### config.mk
export PLATFORM = sky130hd
export DESIGN_NAME = multicycle_controller
export DESIGN_NICKNAME = d
export VERILOG_FILES = /design/src/rtl/multicycle_controller.sv
export SDC_FILE = /design/constraint.sdc
export NUM_CORES = 1
export LEC_CHECK = 0
export CAP_MARGIN = 20
export CORE_ASPECT_RATIO = 1.25
export CORE_UTILIZATION = 47
export CTS_CLUSTER_SIZE = 40
export DETAILED_ROUTE_END_ITERATION = 16
export PLACE_DENSITY = 0.83
export SKIP_LAST_GASP = 1
export SLEW_MARGIN = 20
export SYNTH_ARGS = -nofsm -noshare
export SYNTH_HDL_FRONTEND = slang
export SYNTH_SLANG_ARGS = --single-unit
### constraint.sdc
create_clock -name clk -period 2.17 [get_ports clk]
set_input_delay 0.3255 -clock clk [delete_from_list [all_inputs] [get_ports clk]]
set_output_delay 0.3255 -clock clk [all_outputs]
set_load 0.05 [all_outputs]
### src/rtl/multicycle_controller.sv
// multicycle_controller: Moore control FSM for the shared multicycle MIPS
// datapath. One datapath step per cycle; memory states hold until memready,
// and a watchdog aborts an access that never completes.
module multicycle_controller #(
  parameter int MAX_WAIT = 15,
  parameter int WAIT_W   = 8
) (
  input  logic       clk,
  input  logic       reset,
  input  logic [5:0] op,
  input  logic [5:0] funct,
  input  logic       zero,
  input  logic       memready,
  output logic       iord,
  output logic       memwrite,
  output logic       memreq,
  output logic       irwrite,
  output logic       regdst,
  output logic       memtoreg,
  output logic       regwrite,
  output logic       alusrca,
  output logic [1:0] alusrcb,
  output logic [2:0] alucontrol,
  output logic [1:0] pcsrc,
  output logic       pcen,
  output logic       illegal,
  output logic       memerr
);

  typedef enum logic [3:0] {
    S_FETCH  = 4'd0,
    S_DECODE = 4'd1,
    S_MEMADR = 4'd2,
    S_MEMRD  = 4'd3,
    S_MEMWR  = 4'd4,
    S_MEMWB  = 4'd5,
    S_EXEC   = 4'd6,
    S_ALUWB  = 4'd7,
    S_BRANCH = 4'd8,
    S_ADDIEX = 4'd9,
    S_ADDIWB = 4'd10,
    S_JUMP   = 4'd11
  } state_t;

  localparam logic [5:0] OP_R    = 6'b000000;
  localparam logic [5:0] OP_LW   = 6'b100011;
  localparam logic [5:0] OP_SW   = 6'b101011;
  localparam logic [5:0] OP_BEQ  = 6'b000100;
  localparam logic [5:0] OP_ADDI = 6'b001000;
  localparam logic [5:0] OP_J    = 6'b000010;

  localparam logic [2:0] ALU_ADD = 3'b010;
  localparam logic [2:0] ALU_SUB = 3'b110;
  localparam logic [2:0] ALU_AND = 3'b000;
  localparam logic [2:0] ALU_OR  = 3'b001;
  localparam logic [2:0] ALU_SLT = 3'b111;

  // Value of the wait counter during the MAX_WAIT-th consecutive wait cycle.
  localparam logic [WAIT_W-1:0] WAIT_LAST = WAIT_W'(MAX_WAIT - 1);

  state_t            state_q, state_d;
  logic [WAIT_W-1:0] wait_q, wait_d;
  logic [2:0]        aluhold_q, aluhold_d;

  logic [2:0] funct_alu_s;
  logic       funct_ok_s;
  logic       mem_state_s;
  logic       timeout_s;
  logic       pcwrite_s;
  logic       branch_s;
  logic       memwrite_s;
  logic       memreq_s;
  logic       irwrite_s;
  logic       regwrite_s;
  logic       illegal_s;
  logic       memerr_s;

  // State, watchdog counter and held R-type ALU op; reset forces FETCH.
  always_ff @(posedge clk or posedge reset) begin
    if (reset) begin
      state_q   <= S_FETCH;
      wait_q    <= '0;
      aluhold_q <= ALU_ADD;
    end else begin
      state_q   <= state_d;
      wait_q    <= wait_d;
      aluhold_q <= aluhold_d;
    end
  end

  // R-type funct decode into an ALU operation plus a legality flag.
  always_comb begin
    funct_alu_s = ALU_ADD;
    funct_ok_s  = 1'b1;
    case (funct)
      6'b100000: funct_alu_s = ALU_ADD;
      6'b100010: funct_alu_s = ALU_SUB;
      6'b100100: funct_alu_s = ALU_AND;
      6'b100101: funct_alu_s = ALU_OR;
      6'b101010: funct_alu_s = ALU_SLT;
      default: begin
        funct_alu_s = ALU_ADD;
        funct_ok_s  = 1'b0;
      end
    endcase
  end

  // Watchdog fires only when a memory state has waited its full budget and
  // memready is still low; a late memready on that cycle wins.
  always_comb begin
    mem_state_s = (state_q == S_FETCH) || (state_q == S_MEMRD) || (state_q == S_MEMWR);
    timeout_s   = mem_state_s && !memready && (wait_q == WAIT_LAST);
  end

  // Next-state and raw (pre-reset-gating) control outputs for each state.
  always_comb begin
    state_d    = state_q;
    aluhold_d  = aluhold_q;
    iord       = 1'b0;
    alusrca    = 1'b0;
    alusrcb    = 2'b01;
    alucontrol = ALU_ADD;
    pcsrc      = 2'b00;
    regdst     = 1'b0;
    memtoreg   = 1'b0;
    memwrite_s = 1'b0;
    memreq_s   = 1'b0;
    irwrite_s  = 1'b0;
    regwrite_s = 1'b0;
    illegal_s  = 1'b0;
    memerr_s   = 1'b0;
    pcwrite_s  = 1'b0;
    branch_s   = 1'b0;
    case (state_q)
      S_FETCH: begin
        if (memready) begin
          memreq_s  = 1'b1;
          irwrite_s = 1'b1;
          pcwrite_s = 1'b1;
          state_d   = S_DECODE;
        end else if (timeout_s) begin
          memerr_s = 1'b1;
          state_d  = S_FETCH;
        end else begin
          memreq_s = 1'b1;
          state_d  = S_FETCH;
        end
      end
      S_DECODE: begin
        alusrcb = 2'b11;
        case (op)
          OP_LW, OP_SW: state_d = S_MEMADR;
          OP_R:         state_d = S_EXEC;
          OP_BEQ:       state_d = S_BRANCH;
          OP_ADDI:      state_d = S_ADDIEX;
          OP_J:         state_d = S_JUMP;
          default: begin
            illegal_s = 1'b1;
            state_d   = S_FETCH;
          end
        endcase
      end
      S_MEMADR: begin
        alusrca = 1'b1;
        alusrcb = 2'b10;
        if (op == OP_SW) begin
          state_d = S_MEMWR;
        end else begin
          state_d = S_MEMRD;
        end
      end
      S_MEMRD: begin
        iord = 1'b1;
        if (memready) begin
          memreq_s = 1'b1;
          state_d  = S_MEMWB;
        end else if (timeout_s) begin
          memerr_s = 1'b1;
          state_d  = S_FETCH;
        end else begin
          memreq_s = 1'b1;
          state_d  = S_MEMRD;
        end
      end
      S_MEMWR: begin
        iord = 1'b1;
        if (memready) begin
          memreq_s   = 1'b1;
          memwrite_s = 1'b1;
          state_d    = S_FETCH;
        end else if (timeout_s) begin
          memerr_s = 1'b1;
          state_d  = S_FETCH;
        end else begin
          memreq_s   = 1'b1;
          memwrite_s = 1'b1;
          state_d    = S_MEMWR;
        end
      end
      S_MEMWB: begin
        regwrite_s = 1'b1;
        memtoreg   = 1'b1;
        state_d    = S_FETCH;
      end
      S_EXEC: begin
        alusrca    = 1'b1;
        alusrcb    = 2'b00;
        alucontrol = funct_alu_s;
        aluhold_d  = funct_alu_s;
        if (funct_ok_s) begin
          state_d = S_ALUWB;
        end else begin
          illegal_s = 1'b1;
          state_d   = S_FETCH;
        end
      end
      S_ALUWB: begin
        // The IR may already be changing, so use the op captured in EXEC.
        alusrca    = 1'b1;
        alusrcb    = 2'b00;
        alucontrol = aluhold_q;
        regwrite_s = 1'b1;
        regdst     = 1'b1;
        state_d    = S_FETCH;
      end
      S_BRANCH: begin
        alusrca    = 1'b1;
        alusrcb    = 2'b00;
        alucontrol = ALU_SUB;
        pcsrc      = 2'b01;
        branch_s   = 1'b1;
        state_d    = S_FETCH;
      end
      S_ADDIEX: begin
        alusrca = 1'b1;
        alusrcb = 2'b10;
        state_d = S_ADDIWB;
      end
      S_ADDIWB: begin
        regwrite_s = 1'b1;
        state_d    = S_FETCH;
      end
      S_JUMP: begin
        pcsrc     = 2'b10;
        pcwrite_s = 1'b1;
        state_d   = S_FETCH;
      end
      default: begin
        state_d = S_FETCH;
      end
    endcase
  end

  // Watchdog counter: clears on any state change or abort, counts idle waits.
  always_comb begin
    if ((state_d != state_q) || timeout_s) begin
      wait_d = '0;
    end else if (mem_state_s && !memready) begin
      wait_d = wait_q + WAIT_W'(1);
    end else begin
      wait_d = '0;
    end
  end

  // Strobes are forced low while reset is high so nothing leaks out mid-abort.
  always_comb begin
    memwrite = memwrite_s & ~reset;
    memreq   = memreq_s & ~reset;
    irwrite  = irwrite_s & ~reset;
    regwrite = regwrite_s & ~reset;
    illegal  = illegal_s & ~reset;
    memerr   = memerr_s & ~reset;
    pcen     = (pcwrite_s | (branch_s & zero)) & ~reset;
  end

endmodule

==> impl_metrics.py <==
metrics = {
    "power": {
        "power.total_mw": 1.39,
        "leakage_nw": 0.713,
        "worst_ir_drop_vdd_uv": 657,
        "pwr_density_cell_nw_per_um2": 810,
    },
    "setup_path": {
        "reg2reg_to": "wait_q[3]$_DFF_PP0_",
        "rr_worst_depth": 4,
        "path_cells": "or2_0, buf_4, nor3_1, buf_12",
        "worst-path-buf-inv": 2,
        "critical_path_arrival_ns": 1.80,
        "crit_required_ns": 1.84,
        "start_kind": "register",
        "crit_family": "simple AND/OR/NAND/NOR gates",
        "crit_slowest_cell": "dfrtp_2",
        "end_kind": "output port",
        "r2r_slack_ns": 0.47,
        "cp_max_fo": 10,
        "max_stage_delay_ns": 0.49,
        "path_class": "reg2out",
        "r2r_start": "state_q[0]$_DFF_PP0_",
    },
    "drt": {
        "drt_iter0_markers": 25,
        "vias": 1189,
        "drc": 0,
        "antenna_left": 0,
        "via_per_inst": 5.66,
        "wl_um": 3070,
        "routedWlPerCell_um": 14.6,
        "first_pass_iters": 4,
    },
    "synthesis": {
        "synth_cells": 139,
        "synth_top_flop_cell": "dfrtp_1",
        "post-synth-top-area-cell": "dfrtp_1",
        "synth_seq_cells": 15,
        "syn_area_um2": 1140,
        "yosysMostFrequentCell": "nor2_1",
        "synth_common_cells": "nor2_1, dfrtp_1, nand2_1",
        "yosysWarnings": 0,
        "synth_top_area_share_pct": 30.7,
        "async_flop_share_pct": 100,
        "yosysSeqAreaShare_pct": 33.0,
        "synth_edf_count": 0,
        "avgSynthCellArea_um2": 8.20,
        "synthTopCellsByArea": "dfrtp_1, nor2_1, nand2_1, xor2_1, o21ai_0",
        "syn-num-nets": 157,
        "synth.distinct_cells": 48,
    },
    "die": {
        "initial_core_util_pct": 51.0,
        "pin_count": 34,
        "die_area_um2": 2630,
        "die_w_um": 46.0,
        "rows": 19,
        "die_h_um": 57.1,
        "core_region_area_um2": 2230,
    },
    "cts": {
        "clk_latency_ns": 0.29,
        "cts_tree": "built",
        "path_clk_slew_ns": 0.08,
        "hold_buffers": 0,
        "htreeDepth": 1,
        "cts_buffers": 3,
        "clock_path_buffers": 2,
        "clock-sinks": 15,
        "cts_root_buffer": "clkbuf_4",
    },
    "grt": {
        "grt_pass1_wl_um": 4710,
        "grt_max_degree": 16,
        "grt_pass1_vias": 1138,
        "grtUsageTotal_pct": 24.1,
        "grt_antenna_before_repair": 0,
        "grt_overflow": 0,
    },
    "sta": {
        "min_period_ns": 2.13,
        "fin_crit_sh_pct": 98.1,
        "skew_ns": 0.00416,
        "setup_viol": 0,
        "slew_headroom_pct": 61.9,
        "fin_ws_ns": 0.0409,
        "final_max_slew_viol_count": 0,
        "tightest_slew_ns": 0.571,
        "hold_violations": 0,
        "max_freq_mhz": 470,
        "rsz0062_at_grt": "true",
    },
    "cells_and_area": {
        "utilization_pct": 76.9,
        "post_route_cells_drive_above_1_share_pct": 30.2,
        "post-route-cell-area_um2": 1720,
        "nNetsFinal": 198,
        "diodes": 0,
        "areaGrowthSynthToFinish_pct": 50.8,
    },
    "hold_path": {
        "hold_depth": 1,
        "worstHoldEndpoint": "wait_q[0]$_DFF_PP0_",
        "hp-start": "wait_q[0]$_DFF_PP0_",
        "hold_class": "reg2reg",
    },
    "placement": {
        "placed_cell_area_um2": 1640,
        "dpl_worst_slack_ns": -0.0178,
        "dp_hpwl_um": 2390,
        "routabilityCongestion": 0.877,
        "port-buffer-count": 33,
    },
    "status": {
        "status": "finished, final reports clean",
    },
    "job": {
        "max_cap_violations": 0,
    },
}
==> area by class of cell <==
cell class	count	area, um^2
Inverter	6	22.5
Clock buffer	4	26.3
Sequential cell	15	380
Timing Repair Buffer	42	494
Tap cell	31	38.8
Multi-Input combinational cell	112	757
Fill cell	171	515
==> cell families (layout without fill, tap and decap cells) <==
kind of cell,count (synthesis),after routing,synth area share [%]
simple gates,73,73,34.4
compound gates,26,26,15.7
flops,15,15,33.0
buf+inv,12,52,5.71
xor+xnor,8,8,6.15
mux,3,3,2.85
fa+ha+maj,2,2,2.20
==> worst max path at each step <==
| stage | start | slack (ns) | endpoint | cells after the start |
|---|---|---|---|---|
| after detailed placement | funct[4] | -0.02 | alucontrol[0] | 7 |
| after global placement | funct[4] | 0.07 | alucontrol[0] | 6 |
| after floorplan | state_q[0]$_DFF_PP0_ | -0.18 | pcen | 5 |
| after global routing | wait_q[4]$_DFF_PP0_ | -0.04 | memerr | 4 |
| after CTS | funct[4] | -0.02 | alucontrol[0] | 6 |
| final | state_q[0]$_DFF_PP0_ | 0.04 | irwrite | 4 |
==> worst register-to-register path: cells and delay by family, from the launching register on <==
family | cells | cell delay [ns]
AND/OR/NAND/NOR | 2 | 0.47
flip-flops | 1 | 0.49
AO/OA/AOI/OAI | 1 | 0.49
buffers and inverters | 1 | 0.19
==> registers in the layout (all words and copies together) (netlist names) <==
name / flops
wait_q: 8
state_q: 4
aluhold_q: 3
==> cell usage in the layout, fill, tap and decap left out, types with 3 or more instances in the layout <==
| cell | netlist | layout |
|---|---|---|
| a21oi_1 | 3 | 3 |
| and3_1 | 3 | 3 |
| buf_12 | 0 | 11 |
| buf_4 | 1 | 15 |
| clkbuf_4 | 0 | 3 |
| clkdlybuf4s50_1 | 0 | 15 |
| dfrtp_1 | 14 | 11 |
| dfrtp_2 | 0 | 3 |
| inv_1 | 6 | 6 |
| nand2_1 | 14 | 13 |
| nand2b_1 | 3 | 3 |
| nand3_1 | 3 | 3 |
| nor2_1 | 19 | 18 |
| nor3_1 | 7 | 6 |
| o2111ai_1 | 3 | 3 |
| o21ai_0 | 8 | 5 |
| xor2_1 | 6 | 6 |
==> repair_timing <==
item | CTS | global route
hold endpoints to repair | 0 | 0
endpoints found under the setup margin | 4 | 7
pin swaps | 0 | 0
setup buffers | 0 | 2
gates resized for setup | 3 | 9
==> metal layers <==
metal | global-route usage (%) | vias up | wire length, um
li1 | - | 581 | -
met1 | 27.2 | 558 | 1200
met2 | 43.7 | 43 | 1670
met3 | 1.90 | 7 | 142
met4 | 10.9 | 0 | 53
met5 | 0 | - | 0
==> stage by stage <==
step | TNS, ns | cells | hold WS [ns]
after floorplan | -0.435 | 139 | 0.450
after global routing | -0.0989 | 210 | 0.521
after CTS | -0.0509 | 208 | 0.507
final | 0 | 210 | 0.512
after global placement | 0 | 204 | 0.488
after detailed placement | -0.0265 | 204 | 0.487
==> power breakdown <==
group          switching, mW  internal (mW)
clock                 0.0864         0.0715
combinational          0.473          0.363
sequential            0.0637          0.335
Note: power is estimated with default switching activity, not from simulation.
